--- config.mk ---
export PLATFORM = sky130hd
export DESIGN_NAME = seq_divider_flat
export DESIGN_NICKNAME = d
export VERILOG_FILES = /design/src/rtl/seq_divider_if.sv /design/src/rtl/seq_divider.sv /design/src/flat_wrapper.sv
export SDC_FILE = /design/constraint.sdc
export NUM_CORES = 1
export LEC_CHECK = 0
export CORE_MARGIN = 2
export CORE_UTILIZATION = 54
export CTS_CLUSTER_DIAMETER = 100
export CTS_CLUSTER_SIZE = 8
export DETAILED_ROUTE_END_ITERATION = 6
export GPL_TIMING_DRIVEN = 0
export PLACE_DENSITY = 0.81
export SYNTH_ARGS = -nofsm -noshare
export SYNTH_HDL_FRONTEND = slang
export SYNTH_SLANG_ARGS = --single-unit
export TNS_END_PERCENT = 20
--- constraint.sdc ---
create_clock -name clk -period 3.9 [get_ports clk]
set_clock_uncertainty 0.05 [all_clocks]
set_input_delay 0.78 -clock clk [delete_from_list [all_inputs] [get_ports clk]]
set_output_delay 0.78 -clock clk [all_outputs]
set_load 0.01 [all_outputs]
--- src/rtl/seq_divider_if.sv ---
// Start/busy/done handshake and operand/result bundle for the sequential divider.
// master drives the operands and start; slave is the divider itself.
interface seq_divider_if #(
    parameter int W = 32
);
    logic             start;
    logic [2*W-1:0]   dividend;
    logic [W-1:0]     divisor;
    logic             busy;
    logic             done;
    logic             div_by_zero;
    logic [2*W-1:0]   quotient;
    logic [W-1:0]     remainder;

    modport master (
        output start, dividend, divisor,
        input  busy, done, div_by_zero, quotient, remainder
    );

    modport slave (
        input  start, dividend, divisor,
        output busy, done, div_by_zero, quotient, remainder
    );
endinterface

--- src/rtl/seq_divider.sv ---
// Restoring shift-subtract divider: 2W-bit dividend / W-bit divisor, one quotient
// bit per clock, with a start/busy/done handshake and registered outputs.
module seq_divider #(
    parameter int W = 32
) (
    input  logic          clk,
    input  logic          reset,
    seq_divider_if.slave  bus
);
    typedef enum logic [1:0] {
        IDLE = 2'd0,
        ITER = 2'd1,
        DONE = 2'd2
    } state_t;

    localparam int CW = $clog2(2 * W) + 1;

    state_t           state;
    state_t           state_next;

    logic [W-1:0]     d_reg;
    logic [2*W-1:0]   q_reg;
    logic [W-1:0]     r_reg;
    logic [CW-1:0]    cnt;
    logic             dz_reg;

    logic             busy_q;
    logic             done_q;
    logic             dz_q;
    logic [2*W-1:0]   quot_q;
    logic [W-1:0]     rem_q;

    logic [W:0]       trial;
    logic [W-1:0]     diff;
    logic             fits;

    // The partial remainder always ends below the divisor, so it fits in W bits;
    // only the shifted trial value needs the extra bit for the compare.
    always_comb begin
        trial = {r_reg, q_reg[2*W-1]};
        fits  = (trial >= {1'b0, d_reg});
        diff  = trial[W-1:0] - d_reg;
    end

    // NOTE: every signal written in always_comb is given a default first so no
    // path through the case statement can leave it unassigned and infer a latch.
    always_comb begin
        state_next = state;
        case (state)
            IDLE: begin
                if (bus.start) begin
                    state_next = (bus.divisor == '0) ? DONE : ITER;
                end
            end
            ITER: begin
                if (cnt == CW'(1)) begin
                    state_next = DONE;
                end
            end
            DONE:    state_next = IDLE;
            default: state_next = IDLE;
        endcase
    end

    // NOTE: sequential state uses non-blocking assignments only, and the
    // synchronous reset branch comes first so it wins over any in-flight work.
    always_ff @(posedge clk) begin
        if (!reset) begin
            state  <= IDLE;
            d_reg  <= '0;
            q_reg  <= '0;
            r_reg  <= '0;
            cnt    <= '0;
            dz_reg <= 1'b0;
            busy_q <= 1'b0;
            done_q <= 1'b0;
            dz_q   <= 1'b0;
            quot_q <= '0;
            rem_q  <= '0;
        end else begin
            state  <= state_next;
            busy_q <= (state == ITER);
            done_q <= (state == DONE);

            case (state)
                IDLE: begin
                    if (bus.start) begin
                        d_reg <= bus.divisor;
                        cnt   <= CW'(2 * W);
                        dz_q  <= 1'b0;
                        if (bus.divisor == '0) begin
                            q_reg  <= '1;
                            r_reg  <= bus.dividend[W-1:0];
                            dz_reg <= 1'b1;
                        end else begin
                            q_reg  <= bus.dividend;
                            r_reg  <= '0;
                            dz_reg <= 1'b0;
                        end
                    end
                end
                ITER: begin
                    q_reg <= {q_reg[2*W-2:0], fits};
                    r_reg <= fits ? diff : trial[W-1:0];
                    cnt   <= cnt - CW'(1);
                end
                DONE: begin
                    quot_q <= q_reg;
                    rem_q  <= r_reg;
                    dz_q   <= dz_reg;
                end
                default: ;
            endcase
        end
    end

    assign bus.busy        = busy_q;
    assign bus.done        = done_q;
    assign bus.div_by_zero = dz_q;
    assign bus.quotient    = quot_q;
    assign bus.remainder   = rem_q;
endmodule

--- src/flat_wrapper.sv ---
// flat-port wrapper written by rule: the top's interface ports become plain ports
module seq_divider_flat 
#(
    parameter int W = 32
)
  (clk, reset, bus_start, bus_dividend, bus_divisor, bus_busy, bus_done, bus_div_by_zero, bus_quotient, bus_remainder);
  seq_divider_if #(.W(W)) bus_i ();
  input  logic clk;
  input  logic reset;
  input wire logic [$bits(bus_i.start)-1:0] bus_start;
  input wire logic [$bits(bus_i.dividend)-1:0] bus_dividend;
  input wire logic [$bits(bus_i.divisor)-1:0] bus_divisor;
  output wire logic [$bits(bus_i.busy)-1:0] bus_busy;
  output wire logic [$bits(bus_i.done)-1:0] bus_done;
  output wire logic [$bits(bus_i.div_by_zero)-1:0] bus_div_by_zero;
  output wire logic [$bits(bus_i.quotient)-1:0] bus_quotient;
  output wire logic [$bits(bus_i.remainder)-1:0] bus_remainder;
  assign bus_i.start = bus_start;
  assign bus_i.dividend = bus_dividend;
  assign bus_i.divisor = bus_divisor;
  assign bus_busy = bus_i.busy;
  assign bus_done = bus_i.done;
  assign bus_div_by_zero = bus_i.div_by_zero;
  assign bus_quotient = bus_i.quotient;
  assign bus_remainder = bus_i.remainder;
  seq_divider #(.W(W)) u_core (.clk(clk), .reset(reset), .bus(bus_i));
endmodule
Word level (Yosys, flattened, before mapping)
Index checks and enable logic that the tools add are counted.

Add/sub/neg operators: 2. $lt $le $gt $ge: 1. Equal/unequal tests: 5. Multiplexer cells: 16. Reductions and logical operators: 8.

Operator list (count): 2-to-1 mux 64 bit (2); case mux 64 bit (2 select lines) (1); 2-to-1 mux 32 bit (3); case mux 32 bit (2 select lines) (1); greater-or-equal comparator 33 x 32 -> 1 bit (1); logical NOT 32 bit (1); subtractor 32 bit (1); case mux 7 bit (2 select lines) (1); AND reduction 2 bit (4); == test 7 x 1 -> 1 bit, second input constant (1); 2-to-1 mux 7 bit (1); subtractor 7 x 1 -> 7 bit, second input constant (1); 2-to-1 mux 2 bit (3); case mux 2 bit (2 select lines) (1); nonzero test 2 bit (2); == test 2 x 1 -> 1 bit, second input constant (1); == test 2 bit, second input constant (1); logical NOT 2 bit (1); 2-to-1 mux 1 bit (2); inequality test 2 x 1 -> 1 bit, second input constant (1); inequality test 2 bit, second input constant (1); case mux 1 bit (2 select lines) (1).

Register bits: 237. Bits of input ports: 99. Output and inout bits: 99. Logic and storage cells: 43.

Longest topological paths before layout
Gate-level depths: netlist of the first run.

Depth after elaboration: 4. Mapped depth: 13. Mapped depth without buffers: 12.

Least setup slack after synthesis of the first run
No wires, ideal clock.

Kind: register -> register. Start point: reg u_core.q_reg[63]. End point: reg u_core.r_reg[22]. Setup time: 0.129 ns. Arrival: 2.691 ns. Required time: 3.721 ns. Setup slack: 1.030 ns. Stages on the path, launching flop included: 13. Buffers on the path: 0. Period minus slack after synthesis: 2.870 ns. Cells stage by stage: dfxtp_1 -> inv_1 -> ha_1 -> inv_1 -> fa_1 -> a21o_1 -> a221oi_1 -> o21ai_0 -> a21oi_1 -> o21ai_0 -> xor2_1 -> a311oi_1 -> a21oi_1.

Word-level cells in the longest chain between the ends: 3. Elaborated cells on any way between the ends: 4. Classes of those cells: 1 x add/sub; 1 x order compare; 2 x mux.

Ends and longest elaborated chain: from (decl) (RTL line seq_divider.sv:22) `logic [2*W-1:0] q_reg;`; from (signal assigned) (RTL line seq_divider.sv:96) `q_reg <= bus.dividend;`; from (signal assigned) (RTL line seq_divider.sv:103) `q_reg <= {q_reg[2*W-2:0], fits};`; subtractor 32 bit or greater-or-equal comparator 33 x 32 -> 1 bit (tied branches) (RTL line seq_divider.sv:42, seq_divider.sv:41); 2-to-1 mux 32 bit * (RTL line seq_divider.sv:104) `r_reg <= fits ? diff : trial[W-1:0];`; case mux 32 bit (2 select lines) * (RTL line seq_divider.sv:85) `case (state)`; to (signal assigned) (RTL line seq_divider.sv:93) `r_reg <= bus.dividend[W-1:0];`; to (signal assigned) (RTL line seq_divider.sv:104); to (decl) (RTL line seq_divider.sv:23) `logic [W-1:0] r_reg;`.

Every way passes the cells marked *; elsewhere a longest branch is shown, timed or not. A chain may end at the register's enable or synchronous reset.

Final worst setup path of the first run
Start point: reg u_core.q_reg[63]. End point: reg u_core.r_reg[26].

The elaborated chain is that of the path after synthesis.

==> results of run 1 <==
[critical path, delay by kind of cell (launching register included)]
family                   cells  cell delay, ps
AO/OA/AOI/OAI                7            2200
XOR/XNOR                     1             220
adder cells (fa/ha/maj)      2             560
buffers and inverters        2             150
flip-flops                   1             390
[Yosys cell counts, drive strengths merged, types with 2 or more instances]
master / number / area (um2)
nand2: 358 / 1340
dfxtp: 237 / 4740
a21boi: 195 / 1460
clkbuf: 99 / 372
a21oi: 87 / 439
o21ai: 74 / 370
inv: 41 / 154
nor2: 37 / 139
ha: 34 / 425
a22oi: 33 / 248
o221ai: 33 / 289
a211oi: 22 / 183
a21o: 21 / 158
a31oi: 15 / 93.8
nand3: 15 / 75.1
buf: 14 / 73.8
and2: 12 / 75.1
xnor2: 12 / 105
mux2i: 11 / 110
nor2b: 11 / 68.8
nor3: 11 / 55.1
nor4: 11 / 68.8
o211ai: 11 / 82.6
xor2: 9 / 78.8
nand4: 8 / 50.1
a221oi: 7 / 61.3
and3: 5 / 31.3
o21bai: 5 / 37.5
a211o: 4 / 35.0
or2: 4 / 25.0
a2111oi: 3 / 26.3
mux2: 3 / 33.8
nand2b: 3 / 18.8
nand3b: 3 / 22.5
o211a: 3 / 30.0
a311oi: 2 / 17.5
a32oi: 2 / 17.5
o2111ai: 2 / 17.5
o21a: 2 / 15.0
[report_power, final]
part           internal, W  leakage, nW  switching, W  total [W]
Combinational      0.00140         2.97       0.00230    0.00370
Sequential         0.00268         1.93      0.000266    0.00295
Clock              0.00160        0.459       0.00108    0.00268
Total              0.00568         5.37       0.00365    0.00933
[area by class of cell]
| type | instances | area share, % |
|---|---|---|
| tap | 280 | 2.33 |
| multi-input combinational | 1083 | 42.9 |
| clock buffer | 35 | 5.82 |
| sequential | 237 | 31.5 |
| timing repair buffer | 196 | 13.0 |
| antenna | 2 | 0.0332 |
| buffer | 113 | 2.96 |
| clock inverter | 4 | 0.382 |
| inverter | 41 | 1.02 |
[through the flow]
| stage | utilization, % | area [um2] | power, W | cells |
|---|---|---|---|---|
| finish | 69.6 | 15100 | 0.00933 | 1991 |
| global route | 69.6 | 15100 | 0.00978 | 1991 |
| CTS | 69.6 | 15000 | 0.00924 | 1989 |
| detailed placement | 65.3 | 14100 | 0.00658 | 1950 |
| global placement | 65.3 | 14100 | 0.00652 | 1950 |
| floorplan | - | 11800 | 0.00547 | 1474 |
[layer usage]
metal,vias up,GRT usage [%],routed length (um)
met1,5500,41.0,15600
met5,-,0,0
met4,0,14.4,1720
met2,591,53.2,17900
met3,122,7.24,3680
li1,5661,-,-
[repair_timing]
item,4_1_cts,5_1_grt
gates resized for setup,0,1
setup endpoints to repair,0,1
hold buffers,0,0
[path summary, 6_finish.rpt]
check | from | end | slack [ps]
setup / recovery | u_core.q_reg[63]$_SDFFE_PN0P_ | u_core.r_reg[26]$_SDFFE_PN0P_ | 210
hold reg to reg | u_core.bus.quotient[42]$_SDFFE_PN0P_ | u_core.bus.quotient[42]$_SDFFE_PN0P_ | 410
setup reg to reg | u_core.q_reg[63]$_SDFFE_PN0P_ | u_core.r_reg[26]$_SDFFE_PN0P_ | 210
hold / removal | u_core.bus.quotient[42]$_SDFFE_PN0P_ | u_core.bus.quotient[42]$_SDFFE_PN0P_ | 410
[cell families (layout without fill, tap and decap cells)]
family / after synthesis / count (layout)
XOR/XNOR: 21 / 21
AO/OA/AOI/OAI: 532 / 532
buffers and inverters: 154 / 389
AND/OR/NAND/NOR: 481 / 481
adder cells (fa/ha/maj): 35 / 35
multiplexers: 14 / 14
flip-flops: 237 / 237
other: 0 / 2
==> summary.md, run 1 <==
| Metric | Value |
|---|---|
| Worst min path class | reg2reg |
| Sink Count | between 200 and 250 |
| Vias per cell | around 6.0 |
| Hold_ws | between 400 and 500 ps |
| #FFs+latches synth | around 240 |
| Main combinational cell family by area after synthesis | compound AO/OA/AOI/OAI gates |
| Slew headroom | between 15 and 20% |
| H-tree depth | 2 |
| Area grow syn2layout | 27.6% |
| RePlAce Congestion | between 0.9 and 1 |
| # rows | 54 |
| Setup crit end kind | register |
| CP Max Fanout | 5 |
| Clock Pin Slew Worst Setup and Hold Paths | about 50 ps |
| Initial drt markers | about 1100 |
| First-pass iteration count of the detailed router | 5 |
| Final hold vios | 0 |
| Critical Path Source Type | register |
| PortBufs | around 200 |
| Antenna Nets Post-Route | 0 |
| Static leakage | 5.37 nW |
| Critical Path AT | 4040 ps |
| Number of distinct library cells after synthesis | 62 |
| Skew-Pair Late Insertion Delay | between 500 and 600 ps |
| Dpl hpwl | around 29 mm |
| Die area | around 23000 um2 |
| Via count | ~12000 |
| Slowest-stage cell, CP | a221oi_1 |
| Largest net degree at the start of global routing | 11 |
| Warnings from Yosys | 0 |
| Postcts setup bufs | 0 |
| RSZ-0062 raised after global routing | false |
| CTS tree | built |
| Longest Clk Path Bufs | 3 |
| FMAX | roughly 0.27 GHz |
| Mean Syn Cell Area | roughly 8 um2 |
| Ratio of cells with drive above 1 in the final layout | between 3 and 4% |
| Xor-xnor portion of the synthesized cell area | roughly 1.6% |
| Ordered cell list for the critical path | inv_1, ha_1, inv_1, fa_1, a21o_1, a221oi_1, o21ai_0, a21oi_1, o21ai_0, a41oi_1, xor2_1, o211ai_1 |
| Final worst path period share | 94.7% |
| Most frequent cells in the layout | nand2_1 (358), dfxtp_1 (237), clkdlybuf4s50_1 (196) |
| Maximum vdd drop | approximately 410 uV |
| Final Max Slew Viols | 0 |
| Sequential-to-total area share from yosys stat | between 40% and 50% |
| Most common cell after layout, fill and taps aside | nand2_1 |
| Most used DFF post-synth | dfxtp_1 |
| Maxcap violations | 0 |
| Num ports | between 150 and 200 |
| Num CTS Buffers | 35 |
| Die height | between 150 and 200 um |
| Pwr dens | 619 nW/um2 |
| Wire length after detailed routing | about 39 mm |
| Worst-case reg-to-reg path depth | 12 |
| Initial Util | a little over half |
| Wire length of the first global-routing pass | 60.6 mm |
| Reg area | 4740 um2 |
| Multi-input gate area | 6460 um2 |
| Tot GR Track Use | 32.4% |
| # setup viols final | 0 |
| Net Count, Synth | ~1600 |
| Outcome | completed |
| Hold depth | 2 |
| Final min period | about 3700 ps |
| Antenna violations before repair | 2 |
| Area of the core | 21600 um2 |
| Vias in the first global route | 11300 |
| Post-Synth Simple-Gate Area | 16.9% |
| Multiplexer share of the synthesized area | 1.22% |
| Synth Cell Area | between 10000 and 15000 um2 |
| Dpl ws | -195 ps |
| Adder-cell area share of the yosys netlist | under 10% |
| Die width | about 150 um |
| TNS Setup | 0 ps |
| CP Class | reg2reg |
| Nets | ~1800 |
| Async S/R FF share, synth | 0% |
| Post-synthesis compound-gate area fraction | 31.2% |
| Worst EP required | approximately 4300 ps |
| Final WS setup | roughly 200 ps |
| CTS root buf | clkbuf_16 |
| Filler cells | 1795 |
| Post-synth EDFFs | 0 |
| Congestion Overflow GR | 0 |
| Worst slew pin tran | roughly 1300 ps |
| Crit-path max cell delay | 530 ps |
| Synth Instances | 1474 |
| WL per Instance | between 15 and 20 um |
| DRC Markers | 0 |
(Power assumes the default switching activity.)
==> inputs of run 2 (changes only) <==
CORE_MARGIN = 1.5   (was 2)
==> run 2 against run 1 <==
Worst setup slack lost 16 ps. Cell area is essentially flat. Routed wire length shrank 0.74%. Largest power group unchanged. Count of clock-buffer cells in the layout is the same. Hold slack lost 1.9 ps. Largest cell class unchanged. Combinational power is essentially flat. Critical path depth shrank 4. Register-to-register slack is essentially flat. Highest routed layer unchanged. Sequential cell count is the same. Maximum frequency shrank 0.44%. Critical endpoint is now u_core.r_reg[13]$_SDFFE_PN0P_. First-iteration DRC count shrank 5.0%. Critical path type is now in2reg. Clock power is essentially flat.
==> summary.md, run 2 (synthesized netlist as in run 1, its figures left out) <==
| Metric | Value |
|---|---|
| Wire length after detailed routing | 38.6 mm (-0.74%) |
| FMAX | 0.270 GHz (-0.44%) |
| Nets | 1841 (unchanged) |
| Worst min path class | reg2reg |
| Critical Path Source Type | input pin |
| Sink Count | 237 (unchanged) |
| Sw Ratio | 39.0% (-0.14 points) |
| Cts repair resizes | 0 (unchanged) |
| Tot GR Track Use | 33.3% (+0.86 points) |
| Num ports | 198 (unchanged) |
| Setup crit end kind | register |
| Critical Path AT | 4100 ps (+60 ps) |
| CP Max Fanout | 10 (+5) |
| CTS root buf | clkbuf_16 |
| Clock Pin Slew Worst Setup and Hold Paths | 50 ps (about the same) |
| Design Power | 0.00930 W (-0.29%) |
| Die width | 151 um (-0.66%) |
| Internal Pwr Total | 0.00568 W (about the same) |
| Final core occ | 70.9% (+1.3 points) |
| # setup viols final | 0 (unchanged) |
| Final worst path period share | 95.1% (+0.42 points) |
| Vias per cell | 5.96 (-0.12%) |
| RePlAce Congestion | 0.992 (+3.2%) |
| CTS tree | built |
| Outcome | completed |
| Dpl hpwl | 29.1 mm (+0.26%) |
| Maxcap violations | 0 (unchanged) |
| Crit-path max cell delay | 740 ps (+210 ps) |
| Share of power burned in registers | 31.7% (about the same) |
| Via count | 11800 (-0.32%) |
| Antenna Nets Post-Route | 0 (unchanged) |
| Ordered cell list for the critical path | clkdlybuf4s50_1, nor4_1, nand4_1, nor4_1, clkbuf_1, clkbuf_1, a21oi_1, a21oi_1 |
| Initial drt markers | 1031 (-5.0%) |
| Final Max Slew Viols | 0 (unchanged) |
| Placed instance count | 1945 (-0.26%) |
| Slowest-stage cell, CP | nor4_1 |
| RSZ-0062 raised after global routing | false |
| Ratio of cells with drive above 1 in the final layout | 3.28% (-0.059 points) |
| # rows | 53 (-1.9%) |
| Maximum vdd drop | 404 uV (-1.8%) |
| Initial Util | 55.6% (+1.0 points) |
| DRC Markers | 0 (unchanged) |
| Final min period | 3710 ps (+16.4 ps) |
| Largest net degree at the start of global routing | 11 (unchanged) |
| Static leakage | 5.37 nW (about the same) |
| Congestion Overflow GR | 0 (unchanged) |
| Num CTS Buffers | 35 (unchanged) |
| First-pass iteration count of the detailed router | 6 (+1) |
| WL per Instance | 19.4 um (-0.54%) |
| Worst slew pin tran | 1250 ps (-3.23 ps) |
| Postcts setup bufs | 0 (unchanged) |
| Fin area | 15000 um2 (about the same) |
| Hold_buf cts | 0 (unchanged) |
| P_sw | 0.00362 W (-0.66%) |
| Longest Clk Path Bufs | 3 (unchanged) |
| Placed instance area | 14100 um2 (about the same) |
| Logic pwr share | 39.7% (about the same) |
| Most common cell after layout, fill and taps aside | nand2_1 |
| H-tree depth | 2 (unchanged) |
| Worst EP required | 4290 ps (+40 ps) |
| Vias in the first global route | 11200 (-1.6%) |
| Slew headroom | 16.3% (+0.22 points) |
| Clk pwr share | 28.6% (about the same) |
| Die height | 151 um (-0.66%) |
| PortBufs | 196 (unchanged) |
| Antenna violations before repair | 1 (-1) |
| Non-filler cells, final | 1987 (-0.20%) |
| CP Class | in2reg |
| Pwr dens | 618 nW/um2 (-0.24%) |
| Area grow syn2layout | 27.5% (about the same) |
| Wire length of the first global-routing pass | 58.8 mm (-2.9%) |
| Area of the core | 21200 um2 (-1.9%) |
| Final hold vios | 0 (unchanged) |
| Die area | 22700 um2 (-1.3%) |
| Most frequent cells in the layout | nand2_1 (358), dfxtp_1 (237), clkdlybuf4s50_1 (196) |
| Skew-Pair Late Insertion Delay | 520 ps (about the same) |
-- run 2: cell types whose count changed in the layout (fill, tap and decap cells not counted), sizes merged --
| cell | delta |
|---|---|
| diode | +1 |
-- run 2: path summary, 6_finish.rpt --
path,from,to,slack [ps],cells past startpoint
worst max register to register,u_core.q_reg[63]$_SDFFE_PN0P_,u_core.r_reg[26]$_SDFFE_PN0P_,220,12
worst min-delay path,u_core.dz_reg$_SDFFE_PN0P_,u_core.bus.div_by_zero$_SDFFE_PN0P_,410,2
worst min register to register,u_core.dz_reg$_SDFFE_PN0P_,u_core.bus.div_by_zero$_SDFFE_PN0P_,410,2
worst max-delay path,bus_divisor[16],u_core.r_reg[13]$_SDFFE_PN0P_,190,8
-- run 2: metrics by stage --
stage               hold WS, ps  setup TNS, ps  worst slack, ps
floorplan                   391              0             1030
global placement            400          -1130             -205
detailed placement          406          -1160             -183
CTS                         408              0              313
global route                424              0             70.9
finish                      408              0              190
-- run 2: critical path: cells and delay by family --
| kind | cells | cell delay [ps] |
|---|---|---|
| AND/OR/NAND/NOR | 3 | 1610 |
| buffers and inverters | 3 | 1290 |
| AO/OA/AOI/OAI | 2 | 410 |
-- run 2: area by class of cell --
type                            instances  area (um2)
Multi-Input combinational cell       1083        6450
Sequential cell                       237        4740
Buffer                                113         445
Fill cell                            1781        6170
Inverter                               41         154
Clock inverter                          4        60.1
Antenna cell                            3        7.51
Timing Repair Buffer                  196        1960
Clock buffer                           35         876
Tap cell                              275         344
-- run 2: routing by layer --
layer  global-route usage [%]  up-vias  share of wire, %
li1                         -     5643                 -
met2                     54.8      610                46
met1                     43.0     5471                41
met3                     5.66      112               9.5
met5                        0        -                 0
met4                     14.2        0               3.8
-- run 2: power groups by stage --
stage	Clock (W)	Combinational, W	Sequential [W]
floorplan	0	0.00258	0.00289
global placement	0	0.00356	0.00297
detailed placement	0	0.00359	0.00298
CTS	0.00267	0.00361	0.00294
global route	0.00277	0.00401	0.00297
finish	0.00266	0.00369	0.00295
==> inputs of run 3 (changes only) <==
CTS_CLUSTER_DIAMETER = 50   (was 100)
==> run 3 against run 2 <==
Total power is 2.2% higher. Maximum frequency hardly changed. Cell area is 0.52% higher. Count of clock-buffer cells in the layout is 4 higher. Worst setup slack hardly changed. Final cell count is 0.20% higher. Clock power is 6% higher.
==> summary.md, run 3 (synthesized netlist as in run 1, its figures left out) <==
| Metric | Value |
|---|---|
| Worst Path Buf+Inv | 3 (unchanged) |
| Worst-case reg-to-reg path depth | 12 (unchanged) |
| Congestion Overflow GR | 0 (unchanged) |
| Area grow syn2layout | 28.2% |
| CTS tree | built |
| Antenna Nets Post-Route | 0 (unchanged) |
| Clock Pin Slew Worst Setup and Hold Paths | 50 ps (about the same) |
| Antenna violations before repair | 0 (-1) |
| TNS Setup | 0 ps (unchanged) |
| Largest net degree at the start of global routing | 11 (unchanged) |
| Slowest-stage cell, CP | nor4_1 |
| Worst min path class | reg2reg |
| Skew-Pair Late Insertion Delay | 520 ps (about the same) |
| Longest Clk Path Bufs | 3 (unchanged) |
| Critical Path AT | 4110 ps (about the same) |
| Outcome | completed |
| Die area | 22700 um2 (unchanged) |
| Worst EP required | 4300 ps (about the same) |
| Sw Ratio | 38.8% (-0.15 points) |
| Nets | 1843 (+0.11%) |
| Static leakage | 5.41 nW (+0.82%) |
| Placed instance area | 14100 um2 (unchanged) |
| Setup crit end kind | register |
| Maximum vdd drop | 389 uV (-3.7%) |
| Postcts setup bufs | 0 (unchanged) |
| First-pass iteration count of the detailed router | 6 (unchanged) |
| Hold_buf cts | 0 (unchanged) |
| CP Depth | 8 (unchanged) |
| Die height | 151 um (unchanged) |
| Tot GR Track Use | 33.6% (+0.30 points) |
| Ratio of cells with drive above 1 in the final layout | 3.56% (+0.28 points) |
| Clk pwr share | 29.8% (+1.2 points) |
| Ordered cell list for the critical path | clkdlybuf4s50_1, nor4_1, nand4_1, nor4_1, clkbuf_1, clkbuf_1, a21oi_1, a21oi_1 |
| Initial Util | 55.6% (unchanged) |
| Final worst path period share | 95.1% (about the same) |
| PortBufs | 196 (unchanged) |
| Num CTS Buffers | 37 (+5.7%) |
| Dpl hpwl | 29.1 mm (unchanged) |
| Internal Pwr Total | 0.00581 W (+2.4%) |
| Final min period | 3710 ps (-0.0280 ps) |
| Worst slew pin tran | 1210 ps (-44.0 ps) |
| Die width | 151 um (unchanged) |
| Share of power burned in registers | 31.1% (-0.6 points) |
| Final hold vios | 0 (unchanged) |
| WL per Instance | 19.6 um (+1.1%) |
| Sink Count | 237 (unchanged) |
| Filler cells | 1766 (-0.84%) |
| Design Power | 0.00950 W (+2.2%) |
| CP delay by family, top | simple AND/OR/NAND/NOR gates |
| Crit-path max cell delay | 750 ps (about the same) |
| Via count | 12000 (+1.2%) |
| Hold depth | 2 (unchanged) |
| Num ports | 198 (unchanged) |
| Wire length after detailed routing | 39.1 mm (+1.3%) |
| Reg area | 4740 um2 (unchanged) |
| Logic pwr share | 39.1% (-0.6 points) |
| Wire length of the first global-routing pass | 59.5 mm (+1.1%) |
| # rows | 53 (unchanged) |
| CTS root buf | clkbuf_16 |
| H-tree depth | 2 (unchanged) |
| Critical Path Source Type | input pin |
| Maxcap violations | 0 (unchanged) |
| Fin area | 15100 um2 (+0.52%) |
| Pwr dens | 628 nW/um2 (+1.7%) |
| # setup viols final | 0 (unchanged) |
| Area of the core | 21200 um2 (unchanged) |
| Cts repair resizes | 0 (unchanged) |
| RSZ-0062 raised after global routing | false |
| Final Max Slew Viols | 0 (unchanged) |
| FMAX | 0.270 GHz (about the same) |
| Most common cell after layout, fill and taps aside | nand2_1 |
| Most frequent cells in the layout | nand2_1 (358), dfxtp_1 (237), clkdlybuf4s50_1 (196) |
| RePlAce Congestion | 0.992 (unchanged) |
| DRC Markers | 0 (unchanged) |
| P_sw | 0.00369 W (+1.8%) |
| R2R Setup Slk | 220 ps (about the same) |
| Hold_ws | 408 ps (-0.0160 ps) |
| CP Max Fanout | 10 (unchanged) |
| CP Class | in2reg |
| Multi-input gate area | 6450 um2 (unchanged) |
| Vias in the first global route | 11300 (+1.6%) |
| Initial drt markers | 1066 (+3.4%) |
| Slew headroom | 19.2% (+2.9 points) |
| Vias per cell | 6.01 (+0.97%) |
[run 3: power by group through the flow]
stage               clock network, W  registers, W  logic, W
global route                 0.00294       0.00297   0.00402
finish                       0.00283       0.00295   0.00371
CTS                          0.00284       0.00294   0.00362
global placement                   0       0.00297   0.00356
floorplan                          0       0.00289   0.00258
detailed placement                 0       0.00298   0.00359
[run 3: final timing paths]
path                                                      end                     startpoint
worst min-delay path            u_core.d_reg[11]$_SDFFE_PN0P_  u_core.d_reg[11]$_SDFFE_PN0P_
worst max register to register  u_core.r_reg[26]$_SDFFE_PN0P_  u_core.q_reg[63]$_SDFFE_PN0P_
worst max-delay path            u_core.r_reg[13]$_SDFFE_PN0P_                bus_divisor[16]
worst min register to register  u_core.d_reg[11]$_SDFFE_PN0P_  u_core.d_reg[11]$_SDFFE_PN0P_
[run 3: stage by stage]
stage / worst slack (ps) / cells / util, %
after floorplan: 1030 / 1474 / -
after global placement: -205 / 1945 / 66.5
after detailed placement: -183 / 1945 / 66.5
after CTS: 321 / 1990 / 71.3
after global routing: 74.9 / 1990 / 71.3
final: 190 / 1991 / 71.3
[run 3: area by class of cell]
cell class,instances,share of cell area [%]
multi-input combinational,1083,42.7
sequential,237,31.4
timing repair buffer,196,13.0
clock buffer,39,6.31
buffer,113,2.94
tap,275,2.27
inverter,41,1.02
clock inverter,6,0.422
antenna,1,0.0165
[run 3: worst reg2reg max path: cells and delay by family, from the launching register on]
| family | cells | cell delay [ps] |
|---|---|---|
| compound gates | 7 | 2210 |
| flops | 1 | 370 |
| fa+ha+maj | 2 | 590 |
| buf+inv | 2 | 140 |
| xor+xnor | 1 | 220 |
[run 3: routing by layer]
layer  part of all wire (%)  vias up  GRT usage, %
met3                    9.1      115          5.36
met5                      0        -             0
met2                     46      602          55.0
li1                       -     5655             -
met4                    4.2        0          15.8
met1                     41     5603          43.3
